$ cat src/rtl/register_pipeline_variable_tracked.sv
// Run-time tap-selected delay line carrying a valid bit alongside every word.
// With SAFE_RETAP set, a tap change waits until every stage is empty so no word is skipped or repeated.
module register_pipeline_variable_tracked #(
    parameter int WORD_WIDTH = 8,
    parameter int PIPE_DEPTH = 8,
    parameter bit SAFE_RETAP = 1'b1,
    localparam int TAP_WIDTH = (PIPE_DEPTH > 1) ? $clog2(PIPE_DEPTH) : 1
) (
    input  logic                  clock,
    input  logic                  reset,
    input  logic                  clear,
    input  logic                  tap_number_load,
    input  logic [TAP_WIDTH-1:0]  tap_number,
    output logic [TAP_WIDTH-1:0]  tap_number_current,
    output logic                  tap_number_busy,
    input  logic                  shift_data,
    input  logic                  input_valid,
    input  logic [WORD_WIDTH-1:0] input_data,
    output logic                  output_valid,
    output logic [WORD_WIDTH-1:0] output_data
);

    localparam logic [TAP_WIDTH-1:0]  LAST_TAP_C  = TAP_WIDTH'(PIPE_DEPTH - 1);
    localparam logic [TAP_WIDTH-1:0]  ZERO_TAP_C  = {TAP_WIDTH{1'b0}};
    localparam logic [WORD_WIDTH-1:0] ZERO_WORD_C = {WORD_WIDTH{1'b0}};
    localparam logic [PIPE_DEPTH-1:0] ZERO_VLD_C  = {PIPE_DEPTH{1'b0}};

    typedef enum logic [0:0] {
        IDLE_S    = 1'b0,
        PENDING_S = 1'b1
    } retap_state_t;

    logic [WORD_WIDTH-1:0] data_r [PIPE_DEPTH];
    logic [PIPE_DEPTH-1:0] valid_r;
    logic [TAP_WIDTH-1:0]  tap_r;
    logic [TAP_WIDTH-1:0]  pending_tap_r;
    logic                  busy_r;
    retap_state_t          state_r;
    logic                  pipe_empty_s;

    // Requests beyond the last stage select the last stage (only reachable for non power-of-two depths).
    function automatic logic [TAP_WIDTH-1:0] clamp_tap(input logic [TAP_WIDTH-1:0] tap);
        logic [TAP_WIDTH-1:0] result;
        if ({1'b0, tap} > {1'b0, LAST_TAP_C}) begin
            result = LAST_TAP_C;
        end else begin
            result = tap;
        end
        return result;
    endfunction

    assign pipe_empty_s = (valid_r == ZERO_VLD_C);

    // Shift register of words and their valid bits; holds while shift_data is low.
    always_ff @(posedge clock or posedge reset) begin
        if (reset) begin
            for (int k = 0; k < PIPE_DEPTH; k++) begin
                data_r[k] <= ZERO_WORD_C;
            end
            valid_r <= ZERO_VLD_C;
        end else if (clear) begin
            for (int k = 0; k < PIPE_DEPTH; k++) begin
                data_r[k] <= ZERO_WORD_C;
            end
            valid_r <= ZERO_VLD_C;
        end else if (shift_data) begin
            for (int k = PIPE_DEPTH - 1; k > 0; k--) begin
                data_r[k]  <= data_r[k-1];
                valid_r[k] <= valid_r[k-1];
            end
            data_r[0]  <= input_data;
            valid_r[0] <= input_valid;
        end
    end

    // Tap control: immediate retap, or deferred until the pipeline is empty (sampled before this edge's shift).
    always_ff @(posedge clock or posedge reset) begin
        if (reset) begin
            state_r       <= IDLE_S;
            tap_r         <= ZERO_TAP_C;
            pending_tap_r <= ZERO_TAP_C;
            busy_r        <= 1'b0;
        end else if (clear) begin
            state_r       <= IDLE_S;
            tap_r         <= ZERO_TAP_C;
            pending_tap_r <= ZERO_TAP_C;
            busy_r        <= 1'b0;
        end else if (!SAFE_RETAP) begin
            state_r <= IDLE_S;
            busy_r  <= 1'b0;
            if (tap_number_load) begin
                tap_r <= clamp_tap(tap_number);
            end
        end else begin
            case (state_r)
                IDLE_S: begin
                    if (tap_number_load) begin
                        pending_tap_r <= clamp_tap(tap_number);
                        state_r       <= PENDING_S;
                        busy_r        <= 1'b1;
                    end
                end
                PENDING_S: begin
                    // A fresh request restarts the wait; the last request wins.
                    if (tap_number_load) begin
                        pending_tap_r <= clamp_tap(tap_number);
                    end else if (pipe_empty_s) begin
                        tap_r   <= pending_tap_r;
                        state_r <= IDLE_S;
                        busy_r  <= 1'b0;
                    end
                end
                default: begin
                    state_r <= IDLE_S;
                    busy_r  <= 1'b0;
                end
            endcase
        end
    end

    assign tap_number_current = tap_r;
    assign tap_number_busy    = busy_r;
    assign output_valid       = valid_r[tap_r];
    assign output_data        = data_r[tap_r];

endmodule

$ cat config.mk
export PLATFORM = sky130hd
export DESIGN_NAME = register_pipeline_variable_tracked
export DESIGN_NICKNAME = d
export VERILOG_FILES = /design/src/rtl/register_pipeline_variable_tracked.sv
export SDC_FILE = /design/constraint.sdc
export NUM_CORES = 1
export LEC_CHECK = 0
export ABC_AREA = 1
export CORE_UTILIZATION = 35
export DETAILED_ROUTE_END_ITERATION = 6
export REMOVE_ABC_BUFFERS = 1
export SYNTH_ARGS = -nofsm -noshare
export SYNTH_HDL_FRONTEND = slang
export SYNTH_SLANG_ARGS = --single-unit
$ cat constraint.sdc
create_clock -name clock -period 6.3 [get_ports clock]
set_input_delay 1.26 -clock clock [delete_from_list [all_inputs] [get_ports clock]]
set_output_delay 1.26 -clock clock [all_outputs]
set_load 0.02 [all_outputs]
======== Word level (Yosys, flattened, before mapping) ========
Cells that the tools add are included.
word-level totals
  logic and storage cells ................. 53
  bits in registers ....................... 80
  output and inout bits ................... 13
operators by class
  muxes and demuxes ....................... 25
  magnitude comparators ................... 2
  bitwise logic cells ..................... 2
  equality and inequality tests ........... 4
  reduce and logical (&&, ||, !) cells .... 7
operators with widths
  kind                                                                           number
  64-bit 2-to-1 mux                                                              2
  8-bit 2-to-1 mux                                                               4
  8-bit binary-select mux with 3-bit select                                      1
  3-bit 2-to-1 mux                                                               6
  1-bit 2-to-1 mux                                                               9
  8-bit zero test                                                                1
  2-bit nonzero test                                                             4
  3-bit != test (second input constant)                                          2
  3-bit AND reduction                                                            2
  4-bit greater-or-equal comparator (second input constant)                      1
  3-bit by 4-bit less-than comparator with 1-bit output (second input constant)  1
  3-bit NOT with 4-bit output                                                    1
  1-bit one-hot mux with 2 select lines                                          2
  1-bit binary-select mux with 3-bit select                                      1
  3-bit by 2-bit != test with 1-bit output (second input constant)               1
  2-bit != test (second input constant)                                          1
  1-bit NOT                                                                      1

======== Depth between registers and ports, before layout ========
Gate-level depths: netlist of the first run.
  depth in word-level cells ............... 5
  mapped depth ............................ 8
  depth with buffers taken out ............ 6

======== Worst setup path before layout of the first run ========
OpenSTA, ideal clock, no wires.
  kind .................................... reg2out
  start point ............................. register tap_r[0], in the netlist tap_number_current[0]
  end point ............................... output port output_data[0]
  stages on the path, launching flop included .. 7
  required time ........................... 5.040 ns
  path buffers ............................ 2
  data arrival time ....................... 1.199 ns
  path slack .............................. 3.841 ns
  path through ............................ dfrtp_1 > buf_4 > buf_2 > o211ai_1 > nand2_1 > nand2_1 > nand2_1
on the way
  longest elaborated chain between the ends .. 4
RTL lines
  what                                                 line  text
  from (decl)                                          35    logic [TAP_WIDTH-1:0] tap_r;
  from (signal assigned)                               92    tap_r <= clamp_tap(tap_number);
  from (signal assigned)                               108   tap_r <= pending_tap_r;
  3-bit NOT with 4-bit output (not written as such)    124   assign output_data = data_r[tap_r];
  8-bit binary-select mux with 3-bit select            124
  8-bit 2-to-1 mux (not written as such) (2 in a row)  124
  to (decl)                                            20    output logic [WORD_WIDTH-1:0] output_data
Every way passes these cells. The select of a mux whose other input is x is not followed.

======== Final worst setup path of the first run ========
  start point ............................. register tap_r[0], in the netlist tap_number_current[0]
  end point ............................... output port output_data[1]
Same word-level chain as after synthesis.

==> run metrics, run 1 <==
status=finished, final reports clean; routability cong.=0.799; Core Region=11000 µm²; R2R Path Start=tap_number_current[0]; critical-path cell list=buf_4, o211ai_1, nand2_1, nand2_1, nand2_1, clkdlybuf4s50_1; drt total wl=8640 µm; maxcap violations=0; Worst R2R Setup Slack=4.88 ns; Synth cell types=22; dpl hpwl=5110 µm; gr usage total=16.2%; Max Fclk=269 MHz; DR iter-0 viols=152; hold_sp=data_r[7]; Startpoint Class=flop; CP max FO=40; CP Class=reg2out; worst r2r path cells=3; Setup WS pre-CTS=2.81 ns; vias per inst=5.00; die area=11900 µm²; Worst slew margin=26.7%; WHS Endpoint=data_r[7]; DIE HEIGHT=109 µm; Final Power=1.18 mW; worst path bufs/invs=2; Crit. path cell count=6; Final setup viols=0; DRC viols=0; Layout Utilization=41.7%; Worst path slowest cell=dfrtp_1; gr ovfl total=0; drt pass-1 iters=4; crit-path max cell delay=0.66 ns; synthesized area per cell=8.94 µm²; vias in the first global route=2975; unrepaired setup endpoints after global routing=false; worst endpoint required time=5.04 ns; Starting Density=36.5%; # rows=38; CP delay by family, top=buffers and inverters; drt wl/cell=14.2 µm; cts repair resizes=0; Syn-to-layout area delta=14.2%; worst skew pair latency=0.33 ns; Port-buffer cells=29; Reg clk slew, reported paths=0.06 ns; Yosys warnings=0; cts bufs inserted=9; hold path depth=2; Post-Syn Area=4030 µm²; Layout fillers=1114; cells after synthesis=451; FF+latch count, synth=80; CTS tree=yes; Final nets=482; Final period util=59.1%; r2r endpoint=tap_number_current[0]; # diodes=0; CTS root buf=clkbuf_16; final-report max-slew violation count=0; Vias=3048; initial antenna violation count=0; final worst slack=2.58 ns; pwr dens=257 nW/µm²; Fin Setup TNS=0 ns; share of the yosys chip area belonging to registers=49.7%; clock period minus worst slack=3.72 ns; Clock Path Buffers=2; VDD IR-drop max=0.000118 V; area of the multi-input gates=1560 µm²; CTS Hold Buffers Added=0; actual slew at the worst max-slew pin=1.10 ns; share of cells above drive strength 1=11.7%; critical path endpoint category=primary output; worst clock skew=0.00483 ns; Setup Buffers After CTS=0; Die W=109 µm; H-tree depth=3; largest net degree at the start of global routing=81; Clock Sink Count=80; CP arrival=2.46 ns; number of nets with antenna violations after routing=0; Final Non-Filler Cells=610; Placed Instances=594; Hold Fails Final Rpt=0; Leak=1.99 nW; first-pass GRT wire length=14800 µm; Hold WC Path Type=reg2reg; # IOs=30; Sequential Area=2000 µm²; Top cell by count, worst path=nand2_1
-- power breakdown --
group,internal [mW],switching [mW],total (mW)
clock,0.357,0.202,0.559
combinational,0.0327,0.0636,0.0964
sequential,0.523,0.00592,0.529
total,0.913,0.272,1.18
-- synthesized netlist by cell type, drive strengths merged --
master | count | area [µm²]
inv | 56 | 210
clkbuf | 2 | 8.75
buf | 29 | 245
o22ai | 33 | 394
o31ai | 1 | 7.51
nand3 | 34 | 170
clkinv | 1 | 3.75
nand4 | 3 | 18.8
nand2 | 117 | 442
o21ai | 45 | 225
nor2 | 20 | 82.6
o211ai | 28 | 210
a21oi | 2 | 10.0
dfrtp | 80 | 2000
-- layout by cell type (no fill, tap or decap), drive strengths merged --
master	synthesis	layout
bufinv	0	2
clkinv	1	2
nand2	117	117
a21oi	2	2
nor2	20	20
dfrtp	80	80
clkinvlp	0	2
clkbuf	2	11
o211ai	28	28
o21ai	45	45
o22ai	33	33
buf	29	5
o31ai	1	1
nand3	34	34
inv	56	56
clkdlybuf4s50	0	29
nand4	3	3
-- routing by layer --
metal	wire length, µm	global-route usage, %	share of wire (%)	up-vias
met5	0	0	0	-
met4	91	4.48	1.1	0
met3	378	4.33	4.4	7
met2	3920	25.7	45	61
met1	4250	21.8	49	1458
li1	-	-	-	1522
-- layout make-up --
type | instances | area share [%]
timing repair buffer | 34 | 7.12
tap | 140 | 3.81
inverter | 57 | 4.65
sequential | 80 | 43.5
clock inverter | 5 | 1.74
clock buffer | 11 | 5.27
multi-input combinational | 283 | 33.9
-- flip-flops by register name, indices dropped and copies added (netlist names) --
signal,count
pending_tap_r,3
state_r,1
data_r,64
tap_number_busy,1
tap_number_current,3
valid_r,8
-- cell families after synthesis --
kind of cell           count (synthesis)  synth area share [%]
AO/OA/AOI/OAI                        109                  21.0
flip-flops                            80                  49.7
AND/OR/NAND/NOR                      174                  17.7
buffers and inverters                 88                  11.6
-- stage by stage --
stage	instance area, µm²	hold WS [ns]
2_1_floorplan	3780	0.437
3_3_place_gp	4280	0.455
3_5_place_dp	4280	0.470
4_1_cts	4600	0.483
5_1_grt	4600	0.505
6_report	4600	0.478
-- worst max path at each step --
stage | start | slack (ns) | endpoint
floorplan | reset | 2.99 | data_r[0]
global route | tap_number_current[0] | 2.42 | output_data[1]
detailed placement | shift_data | 2.81 | data_r[37]
CTS | tap_number_current[2] | 2.56 | output_data[0]
global placement | tap_number_current[2] | 2.90 | output_data[3]
finish | tap_number_current[0] | 2.58 | output_data[1]
-- worst min-delay path, cell delays in order, from the launching register on --
cell and delay (ns):
dfrtp_1 0.34, nand2_1 0.05, nand2_1 0.05
(Power assumes the default switching activity.)
==> run 2, diff against run 1 <==
Clock period 6.3 ns to 3.8 ns, I/O delays scaled along.
==> run metrics, run 2 (same netlist as run 1, synthesis figures left out) <==
status=finished, final reports clean; pwr dens=422 nW/µm² (+64%); Syn-to-layout area delta=16.3%; clock period minus worst slack=3.12 ns; Worst R2R Setup Slack=2.51 ns (-2.37 ns); Largest Register=data_r; die area=11900 µm² (unchanged); initial antenna violation count=0 (unchanged); Core Region=11000 µm² (unchanged); largest net degree at the start of global routing=47 (-42%); critical-path cell list=inv_2, nand2_1, o211ai_1, nand2_1, nand2_1, nand2_1, clkdlybuf4s50_1; H-tree depth=3 (unchanged); worst skew pair latency=0.34 ns (about the same); dpl hpwl=5760 µm (+13%); Hold WC Path Type=reg2reg; cts repair resizes=0 (unchanged); Worst path slowest cell=dfrtp_1; routability cong.=0.787 (-1.5%); max reg flops=64 (unchanged); Starting Density=36.5% (unchanged); CTS root buf=clkbuf_16; drt pass-1 iters=5 (+1); Fin Setup TNS=0 ns (unchanged); hold_sp=data_r[7]; VDD IR-drop max=0.000209 V (+77%); Startpoint Class=flop; Port-buffer cells=29 (unchanged); Hold Slack=0.485 ns (+0.00614 ns); Layout fillers=1104 (-0.90%); DRC viols=0 (unchanged); share of cells above drive strength 1=13.2% (+1.5 points); DIE HEIGHT=109 µm (unchanged); drt total wl=9180 µm (+6.3%); worst clock skew=0.00251 ns (-0.00233 ns); Reg clk slew, reported paths=0.06 ns (about the same); vias per inst=5.06 (+1.2%); r2r endpoint=tap_number_current[0]; CTS tree=yes; CP delay by family, top=buffers and inverters; CP arrival=2.36 ns (-0.10 ns); final-report max-slew violation count=0 (unchanged); Die W=109 µm (unchanged); commonest cells after routing, fill and taps aside=nand2_1 (116), dfrtp_1 (80), inv_1 (53); actual slew at the worst max-slew pin=0.689 ns (-0.408 ns); Hold Fails Final Rpt=0 (unchanged); DR iter-0 viols=164 (+7.9%); Clock Path Buffers=2 (unchanged); critical path endpoint category=primary output; unrepaired setup endpoints after global routing=false; biggest regs=data_r (64), valid_r (8); vias in the first global route=3079 (+3.5%); # IOs=30 (unchanged); CP Class=reg2out; drt wl/cell=14.9 µm (+4.9%); Top cell by count, worst path=nand2_1; crit-path max cell delay=0.68 ns (+0.02 ns); gr usage total=16.8% (+0.64 points); cts bufs inserted=9 (unchanged); gr ovfl total=0 (unchanged); # rows=38 (unchanged); Final setup viols=0 (unchanged); commonest non-fill, non-tap cell in the layout=nand2_1; Worst slew margin=54.0% (+27 points); worst r2r path cells=3 (unchanged); # diodes=0 (unchanged); Final nets=490 (+1.7%); hold path depth=2 (unchanged); Max Fclk=320 MHz; CTS Hold Buffers Added=0 (unchanged); WHS Endpoint=data_r[7]; worst endpoint required time=3.04 ns (-2.00 ns); Leak=2.04 nW (+2.6%); maxcap violations=0 (unchanged); Vias=3124 (+2.5%); CP max FO=20 (-50%); number of nets with antenna violations after routing=0 (unchanged); worst path bufs/invs=2 (unchanged); Final period util=82.2%; Setup Buffers After CTS=0 (unchanged); R2R Path Start=tap_number_current[0]; first-pass GRT wire length=15400 µm (+4.2%); Clock Sink Count=80 (unchanged)
run 2: layout make-up:
type	count	area (µm²)	share of cell area, %
inverters	57	214	4.56
well taps	140	175	3.74
clock buffers	11	243	5.18
multi-input cells	283	1560	33.3
flip-flops and latches	80	2000	42.7
repair buffers	42	413	8.81
clock inverters	5	80.1	1.71
run 2: metrics by stage:
stage / instance area [µm²] / std cells / utilization, % / worst slack [ns] / power (mW)
after floorplan: 3780 / 420 / - / 0.988 / 0.981
after global placement: 4360 / 602 / 39.6 / 1.09 / 1.06
after detailed placement: 4360 / 602 / 39.6 / 1.01 / 1.07
after CTS: 4690 / 618 / 42.5 / 0.640 / 2.01
after global routing: 4690 / 618 / 42.5 / 0.479 / 2.06
final: 4690 / 618 / 42.5 / 0.677 / 1.98
run 2: worst max path at each step:
stage | startpoint | endpoint | cells after the start
floorplan | reset | data_r[0] | 1
global placement | tap_number_current[0] | output_data[4] | 7
detailed placement | tap_number_current[0] | output_data[4] | 7
CTS | tap_number_current[0] | output_data[4] | 7
global route | tap_number_current[0] | output_data[2] | 7
finish | tap_number_current[0] | output_data[7] | 7
run 2: worst reg2reg max path: cells and delay by family (launching register included):
| kind | cells | cell delay [ns] |
|---|---|---|
| DFF | 1 | 0.68 |
| and+or+nand+nor | 2 | 0.20 |
| buffers and inverters | 1 | 0.34 |
run 2: report_power, final:
group / leakage, nW / internal [mW] / switching [mW] / total (mW)
Clock: 0.152 / 0.592 / 0.340 / 0.932
Sequential: 1.10 / 0.867 / 0.00895 / 0.876
Combinational: 0.782 / 0.0608 / 0.110 / 0.171
run 2: per-layer routing:
layer  up-vias  track usage (%)  routed length (µm)  share of wire, %
li1       1538                -                   -                 -
met1      1520             22.5                4410                48
met2        56             26.8                4310                47
met3        10             5.10                 349               3.8
met4         0             3.90                 110               1.2
met5         -                0                   0                 0
